**src/rtl/snake_body.sv**
```systemverilog
// Snake movement/body stage: holds segment coordinates, steps on move_tick,
// grows on food, detects wall/self collisions and answers renderer cell queries.
module snake_body #(
    parameter int GRID_W   = 32,
    parameter int GRID_H   = 24,
    parameter int X_W      = 5,
    parameter int Y_W      = 5,
    parameter int MAX_LEN  = 16,
    parameter int INIT_LEN = 3,
    parameter int L_W      = 5
) (
    input  logic           clk,
    input  logic           rst,
    input  logic           move_tick,
    input  logic           start,
    input  logic [1:0]     dir,
    input  logic [X_W-1:0] food_x,
    input  logic [Y_W-1:0] food_y,
    input  logic           food_valid,
    input  logic [X_W-1:0] query_x,
    input  logic [Y_W-1:0] query_y,
    output logic [X_W-1:0] head_x,
    output logic [Y_W-1:0] head_y,
    output logic [L_W-1:0] length,
    output logic           ate,
    output logic           game_over,
    output logic           hit_head,
    output logic           hit_body,
    output logic [1:0]     state_dbg
);

    localparam logic [1:0] ST_IDLE = 2'd0;
    localparam logic [1:0] ST_RUN  = 2'd1;
    localparam logic [1:0] ST_DEAD = 2'd2;

    localparam logic [1:0] DIR_RIGHT = 2'b00;
    localparam logic [1:0] DIR_LEFT  = 2'b01;
    localparam logic [1:0] DIR_DOWN  = 2'b10;
    localparam logic [1:0] DIR_UP    = 2'b11;

    localparam logic [X_W-1:0] X_MAX    = X_W'(GRID_W - 1);
    localparam logic [Y_W-1:0] Y_MAX    = Y_W'(GRID_H - 1);
    localparam logic [L_W-1:0] LEN_MAX  = L_W'(MAX_LEN);
    localparam logic [L_W-1:0] LEN_INIT = L_W'(INIT_LEN);

    logic [1:0]     state_q, state_d;
    logic [L_W-1:0] len_q, len_d;
    logic           ate_q, ate_d;
    logic           hit_head_q, hit_body_q;
    logic [X_W-1:0] seg_x_q [MAX_LEN];
    logic [Y_W-1:0] seg_y_q [MAX_LEN];

    logic [X_W-1:0] nh_x;
    logic [Y_W-1:0] nh_y;
    logic           wall;
    logic           eat;
    logic           grow;
    logic           self_hit;
    logic [L_W-1:0] self_lim;
    logic           step;
    logic           do_move;
    logic           q_head;
    logic           q_body;

    // Next head position and wall check for the current direction.
    always_comb begin
        nh_x = seg_x_q[0];
        nh_y = seg_y_q[0];
        wall = 1'b0;
        case (dir)
            DIR_RIGHT: begin
                nh_x = seg_x_q[0] + X_W'(1);
                wall = (seg_x_q[0] == X_MAX);
            end
            DIR_LEFT: begin
                nh_x = seg_x_q[0] - X_W'(1);
                wall = (seg_x_q[0] == '0);
            end
            DIR_DOWN: begin
                nh_y = seg_y_q[0] + Y_W'(1);
                wall = (seg_y_q[0] == Y_MAX);
            end
            DIR_UP: begin
                nh_y = seg_y_q[0] - Y_W'(1);
                wall = (seg_y_q[0] == '0);
            end
            default: begin
                nh_x = seg_x_q[0];
                nh_y = seg_y_q[0];
                wall = 1'b0;
            end
        endcase
    end

    assign eat  = food_valid && (nh_x == food_x) && (nh_y == food_y);
    assign grow = eat && (len_q < LEN_MAX);

    // When not growing the tail vacates its cell this step, so it is excluded.
    always_comb begin
        self_lim = grow ? len_q : (len_q - L_W'(1));
        self_hit = 1'b0;
        for (int i = 0; i < MAX_LEN; i++) begin
            if ((L_W'(i) < self_lim) && (seg_x_q[i] == nh_x) && (seg_y_q[i] == nh_y)) begin
                self_hit = 1'b1;
            end
        end
    end

    assign step    = (state_q == ST_RUN) && move_tick;
    assign do_move = step && !wall && !self_hit;

    always_comb begin
        state_d = state_q;
        len_d   = len_q;
        ate_d   = 1'b0;
        case (state_q)
            ST_IDLE: begin
                if (start) begin
                    state_d = ST_RUN;
                end
            end
            ST_RUN: begin
                if (step && (wall || self_hit)) begin
                    state_d = ST_DEAD;
                end else if (do_move) begin
                    ate_d = eat;
                    if (grow) begin
                        len_d = len_q + L_W'(1);
                    end
                end
            end
            ST_DEAD: begin
                state_d = ST_DEAD;
            end
            default: begin
                state_d = ST_IDLE;
            end
        endcase
    end

    always_ff @(posedge clk) begin
        if (rst) begin
            state_q <= ST_IDLE;
            len_q   <= LEN_INIT;
            ate_q   <= 1'b0;
        end else begin
            state_q <= state_d;
            len_q   <= len_d;
            ate_q   <= ate_d;
        end
    end

    // A full shift also keeps the old tail in place as the new last segment on growth.
    always_ff @(posedge clk) begin
        if (rst) begin
            for (int i = 0; i < MAX_LEN; i++) begin
                if (i < INIT_LEN) begin
                    seg_x_q[i] <= X_W'(GRID_W / 2 - i);
                    seg_y_q[i] <= Y_W'(GRID_H / 2);
                end else begin
                    seg_x_q[i] <= '0;
                    seg_y_q[i] <= '0;
                end
            end
        end else if (do_move) begin
            for (int i = MAX_LEN - 1; i >= 1; i--) begin
                seg_x_q[i] <= seg_x_q[i-1];
                seg_y_q[i] <= seg_y_q[i-1];
            end
            seg_x_q[0] <= nh_x;
            seg_y_q[0] <= nh_y;
        end
    end

    always_comb begin
        q_head = (seg_x_q[0] == query_x) && (seg_y_q[0] == query_y);
        q_body = 1'b0;
        for (int i = 1; i < MAX_LEN; i++) begin
            if ((L_W'(i) < len_q) && (seg_x_q[i] == query_x) && (seg_y_q[i] == query_y)) begin
                q_body = 1'b1;
            end
        end
    end

    always_ff @(posedge clk) begin
        if (rst) begin
            hit_head_q <= 1'b0;
            hit_body_q <= 1'b0;
        end else begin
            hit_head_q <= q_head;
            hit_body_q <= q_body && !q_head;
        end
    end

    assign head_x    = seg_x_q[0];
    assign head_y    = seg_y_q[0];
    assign length    = len_q;
    assign ate       = ate_q;
    assign game_over = (state_q == ST_DEAD);
    assign hit_head  = hit_head_q;
    assign hit_body  = hit_body_q;
    assign state_dbg = state_q;

endmodule

```
**config.mk**
```make
export PLATFORM = sky130hd
export DESIGN_NAME = snake_body
export DESIGN_NICKNAME = d
export VERILOG_FILES = /design/src/rtl/snake_body.sv
export SDC_FILE = /design/constraint.sdc
export NUM_CORES = 1
export LEC_CHECK = 0
export BUFFER_PORTS_ARGS = -buffer_cell sky130_fd_sc_hd__buf_4
export CAP_MARGIN = 0
export CELL_PAD_IN_SITES_DETAIL_PLACEMENT = 0
export CELL_PAD_IN_SITES_GLOBAL_PLACEMENT = 1
export CORE_MARGIN = 1
export CORE_UTILIZATION = 45
export CTS_CLUSTER_DIAMETER = 80
export CTS_CLUSTER_SIZE = 25
export DETAILED_ROUTE_END_ITERATION = 16
export GPL_TIMING_DRIVEN = 1
export PLACE_DENSITY = 0.8
export SKIP_CTS_REPAIR_TIMING = 1
export SKIP_LAST_GASP = 1
export SLEW_MARGIN = 25
export SYNTH_ARGS = -nofsm -noshare
export SYNTH_HDL_FRONTEND = slang
export SYNTH_SLANG_ARGS = --single-unit
```
**constraint.sdc**
```tcl
create_clock -name clk -period 16.48 [get_ports clk]
set_clock_uncertainty 0.1 [all_clocks]
set_input_delay 1.648 -clock clk [delete_from_list [all_inputs] [get_ports clk]]
set_output_delay 1.648 -clock clk [all_outputs]
set_load 0.02 [all_outputs]
```
# [Word-level counts from Yosys, hierarchy flattened]
# Memory sizes are Yosys's and may differ from the RTL's.
# Cells that the tools add are included.
# W data, S select, Z words.
[totals] ram_bits=160 in_bits=27 output_inout_bits=21 memories=2 regBits=10
[memory_table] name="seg_x_q" depth=16 word_bits=5 rd=16 rd_ports_with_merged_regs=0 wr=16 line="50" text="logic [X_W-1:0] seg_x_q [MAX_LEN];"
[memory_table] name="seg_y_q" depth=16 word_bits=5 rd=16 rd_ports_with_merged_regs=0 wr=16 line="51" text="logic [Y_W-1:0] seg_y_q [MAX_LEN];"
[classes] muxes=75 bitwise_logic=35 eq_ne=75 reduce_logical=82 add_sub_neg=6 magnitude_cmp=32
[ops] operator="$eq A5 B5 Y1" count=66
[ops] operator="$mux W5" count=33
[ops] operator="$lt A4 B5 Y1 const A" count=16
[ops] operator="$logic_and A1 B1 Y1" count=71
[ops] operator="$lt A3 B5 Y1 const A" count=8
[ops] operator="$mux W1" count=36
[ops] operator="$or A1 B1 Y1" count=32
[ops] operator="$lt A2 B5 Y1 const A" count=4
[ops] operator="$pmux W5 S2" count=2
[ops] operator="$add A5 B1 Y5 const B" count=3
[ops] operator="$lt A1 B5 Y1 const A" count=3
[ops] operator="$sub A5 B1 Y5 const B" count=3
[ops] operator="$eq A5 B5 Y1 const B" count=2
[ops] operator="$logic_not A5 Y1" count=2
[ops] operator="$eq A2 B2 Y1 const B" count=3
[ops] operator="$pmux W2 S3" count=1
[ops] operator="$lt A5 B5 Y1 const B" count=1
[ops] operator="$eq A2 B1 Y1 const B" count=2
[ops] operator="$logic_not A2 Y1" count=2
[ops] operator="$mux W2" count=2
[ops] operator="$pmux W1 S4" count=1
[ops] operator="$reduce_and A4 Y1" count=1
[ops] operator="$reduce_or A4 Y1" count=1
[ops] operator="$logic_not A1 Y1" count=3
[ops] operator="5 further kinds" count=7

# [Depth between registers and ports, before layout]
[logic_depth] ltp_word=32 ltp_mapped=22 ltp_nobuf=15

# [Least setup slack after synthesis]
# OpenSTA, ideal clock, no wires.
[synth_timing] kind="input -> register" from="input port dir[1]" to="memory seg_x_q[0][0] (enable)" path_buffers=6 slack_ns=-1.414 path_stages=19 arrival_time_ns=16.893 t_required_ns=15.479 path_cell_list="buf_2 > clkbuf_1 > clkbuf_1 > clkbuf_1 > nand2_1 > xnor2_1 > ha_1 > buf_2 > xnor2_1 > and3_1 > o2111ai_1 > a2111o_1 > nor4_4 > mux2i_1 > a22oi_1 > nor4_1 > o211ai_2 > clkbuf_1 > o21ai_0"
[synth_rtl] item="from (decl)" line="16" text="input logic [1:0] dir,"
[synth_rtl] item="to (decl)" line="50"

==> impl_metrics.py <==
metrics = {
    "hold_path": {
        "min-delay-path-class": "flip-flop to flip-flop",
        "hold_depth": 2,
    },
    "die": {
        "fp-row-count": 59,
        "ios": 48,
        "die_w_um": 166.5,
        "start_util_pct": 46.36,
        "die_h_um": 166.5,
        "coreArea_um2": 26280,
        "dieArea_um2": 27740,
    },
    "critical_path": {
        "crit_arrival_ps": 7980,
        "worstSetupStartpointType": "primary input",
        "r2r_cells": 14,
        "crit_path_end_kind": "flip-flop",
        "cp_data_required_time_ps": 16680,
        "criticalPathCategory": "primary input to flip-flop",
        "crit_fanout": 118,
    },
    "finish": {
        "area_growth_pct": 9.140,
        "final_nets": 1182,
        "drive_gt1_share_pct": 10.78,
        "diodes": 0,
        "fillerInstances": 2352,
    },
    "routing": {
        "antenna_left": 0,
        "dr.pass1.iters": 11,
        "viasPerCell": 6.052,
        "drc": 6,
        "wirelength_um": 37650,
        "via_count": 9047,
        "drtIter0Drc": 1020,
        "wire_per_inst_um": 25.18,
    },
    "clock_network": {
        "cts_made_buffers": 17,
        "cts_tree": "built",
        "clk-insertion-delay-late_ps": 440,
        "htree_levels": 4,
        "clk_pin_slew_ps": 70,
        "cts_root_buf": "clkbuf_16",
        "cts_sinks": 170,
        "clockBufferDepth": 2,
    },
    "global_routing": {
        "use_met2_pct": 42.35,
        "met1_usage_pct": 37.74,
        "overflow": 0,
        "antenna_found_initial": 0,
        "busiest_layer": "met2",
        "groute.layer.met3.usage_pct": 6.107,
        "grt_pass1_wl_um": 55970,
        "grt_max_degree": 161,
        "grt_usage_pct": 27.49,
        "grt_pass1_vias": 8737,
    },
    "yosys": {
        "synth_cell_type_count": 80,
        "synthArstFlopShare_pct": 0,
        "ys.flop_type": "edfxtp_1",
        "synth_top_area_cell": "edfxtp_1",
        "synth_area_um2": 12180,
        "ys_ff_latch": 170,
        "syn_nets": 1193,
        "yosys-top-cells-area": "edfxtp_1, xor2_1, xnor2_1, and2_1, nor4_1",
        "synthCells": 1158,
        "syn_avg_cell_area_um2": 10.52,
        "yosysSeqAreaShare_pct": 41.08,
        "yosysWarnings": 0,
        "synth_edf_count": 160,
        "yosys.area.top_type_share_pct": 39.43,
    },
    "placement": {
        "port_buffers": 47,
        "dp.final_hpwl_um": 25570,
        "gp_congestion": 0.9536,
    },
    "timing": {
        "tightest_slew_ps": 1068,
        "drv_slew": 0,
        "period_share_pct": 47.21,
        "rsz0062_at_grt": "no",
        "maxSlewHeadroom_pct": 28.16,
        "clock.fmax_ghz": 0.1285,
        "whs_ps": 424.5,
        "setup_viol": 0,
        "layout_min_cycle_time_ps": 7780,
        "tns_ps": 0,
        "hold_viol_final": 0,
    },
    "power_and_ir_drop": {
        "seqPwrFrac_pct": 45.2,
        "p_int_mw": 0.8453,
        "switching_share_pct": 33.71,
        "p_leak_nw": 4.776,
        "clockPowerShare_pct": 31.1,
        "ir_drop_mv": 0.05211,
        "p_comb_share_pct": 23.7,
        "power.switching_mw": 0.4300,
        "p_per_area_nw_per_um2": 95.90,
    },
    "outcome": {
        "status": "complete, but fails checks",
        "violations": "design-rule violations",
    },
    "job": {
        "max_cap_violations": 0,
    },
}
-- final timing paths --
check | start | to | slack [ps]
max | dir[1] | seg_y_q[3][15]$_SDFFCE_PN0P_ | 8700
max reg2reg | seg_x_q[0][0]$_SDFFCE_PN0P_ | seg_y_q[3][15]$_SDFFCE_PN0P_ | 10090
min | state_dbg[1]$_SDFFE_PP0P_ | state_dbg[1]$_SDFFE_PP0P_ | 420
min reg2reg | state_dbg[1]$_SDFFE_PP0P_ | state_dbg[1]$_SDFFE_PP0P_ | 420
-- flip-flops by register name, summed over array words and instances (netlist names) --
signal     count
length         5
ate            1
hit_body       1
hit_head       1
seg_x_q       80
seg_y_q       80
state_dbg      2
-- worst max-delay path, stage by stage --
cell,delay (ps)
buf_4,440
inv_1,350
nand2_1,160
xnor2_1,70
ha_1,500
mux2i_4,630
xor2_1,200
o2111ai_1,200
a2111o_1,540
nor3_4,430
mux2i_1,260
o221ai_1,210
a211oi_2,310
o211ai_2,190
nor3_4,450
buf_8,240
buf_4,740
and2_1,250
-- per-layer routing --
layer  vias up  share of wire (%)
met5         -                  0
met4         0                3.2
met3        76                8.6
met2       422                 45
met1      4489                 43
li1       4060                  -
-- synthesized netlist by cell type (3+ instances only) --
master       n
xor2_1     184
edfxtp_1   160
xnor2_1    155
and2_1     142
clkbuf_1    51
nor4_1      48
nor2_1      39
nand2_1     36
nand4_1     32
nand3_1     26
nor3_1      24
buf_2       19
o21ai_0     18
nand2b_1    15
a21oi_1     12
and3_1      10
buf_4       10
dfxtp_1     10
xnor3_1     10
inv_1        9
ha_1         8
buf_1        7
buf_6        7
mux2i_1      7
or3_1        7
a31oi_1      6
nor2b_1      6
o2111ai_1    6
a2111oi_0    5
or4_1        5
a211oi_1     4
o221ai_1     4
o311ai_0     4
a22o_1       3
a311o_1      3
a311oi_1     3
o211ai_1     3
o31ai_1      3
o41ai_1      3
or2_2        3
-- metrics by stage --
stage	instance area [um2]	instances	utilization, %	power, mW	worst slack (ps)
2_1_floorplan	12180	1158	-	0.7996	2917
3_3_place_gp	12710	1462	48.38	0.8754	8142
3_5_place_dp	12720	1462	48.41	0.8821	8038
4_1_cts	13280	1494	50.54	1.273	8506
5_1_grt	13300	1495	50.60	1.318	8374
6_report	13300	1495	50.60	1.275	8700
-- logic make-up after synthesis --
family,after synthesis,synth area share [%]
adders and majority gates,8,0.8216
AOI/OAI and AO/OA,104,6.798
muxes,13,1.243
DFF,170,41.08
buffers and inverters,105,4.179
and+or+nand+nor,409,19.67
xor gates and xnor gates,349,26.22
-- final cells by class --
class / count / area (um2) / share of cell area (%)
Timing Repair Buffer: 65 / 508.0 / 3.820
Inverter: 10 / 37.54 / 0.2823
Clock inverter: 15 / 133.9 / 1.007
Multi-Input combinational cell: 883 / 6769 / 50.90
Clock buffer: 17 / 425.4 / 3.199
Sequential cell: 170 / 5005 / 37.64
Tap cell: 335 / 419.2 / 3.152
-- cell usage in the layout, fill, tap and decap left out, types with 9 or more instances in the layout --
| cell type | synthesis | layout |
|---|---|---|
| xor2_1 | 184 | 184 |
| edfxtp_1 | 160 | 160 |
| xnor2_1 | 155 | 149 |
| and2_1 | 142 | 142 |
| buf_4 | 10 | 63 |
| nor4_1 | 48 | 48 |
| nor2_1 | 39 | 39 |
| nand2_1 | 36 | 36 |
| nand4_1 | 32 | 32 |
| nand3_1 | 26 | 26 |
| nor3_1 | 24 | 24 |
| o21ai_0 | 18 | 17 |
| clkbuf_16 | 0 | 17 |
| nand2b_1 | 15 | 15 |
| a21oi_1 | 12 | 12 |
| xnor3_1 | 10 | 10 |
| and3_1 | 10 | 10 |
| dfxtp_1 | 10 | 10 |
| inv_1 | 9 | 9 |
-- power by group through the flow --
stage	Clock [mW]	Combinational [mW]	Sequential [mW]
after global routing	0.413	0.324	0.581
after global placement	0	0.291	0.584
after floorplan	0	0.224	0.576
after CTS	0.400	0.298	0.575
final	0.397	0.302	0.577
after detailed placement	0	0.297	0.585
(Power assumes the default switching activity.)
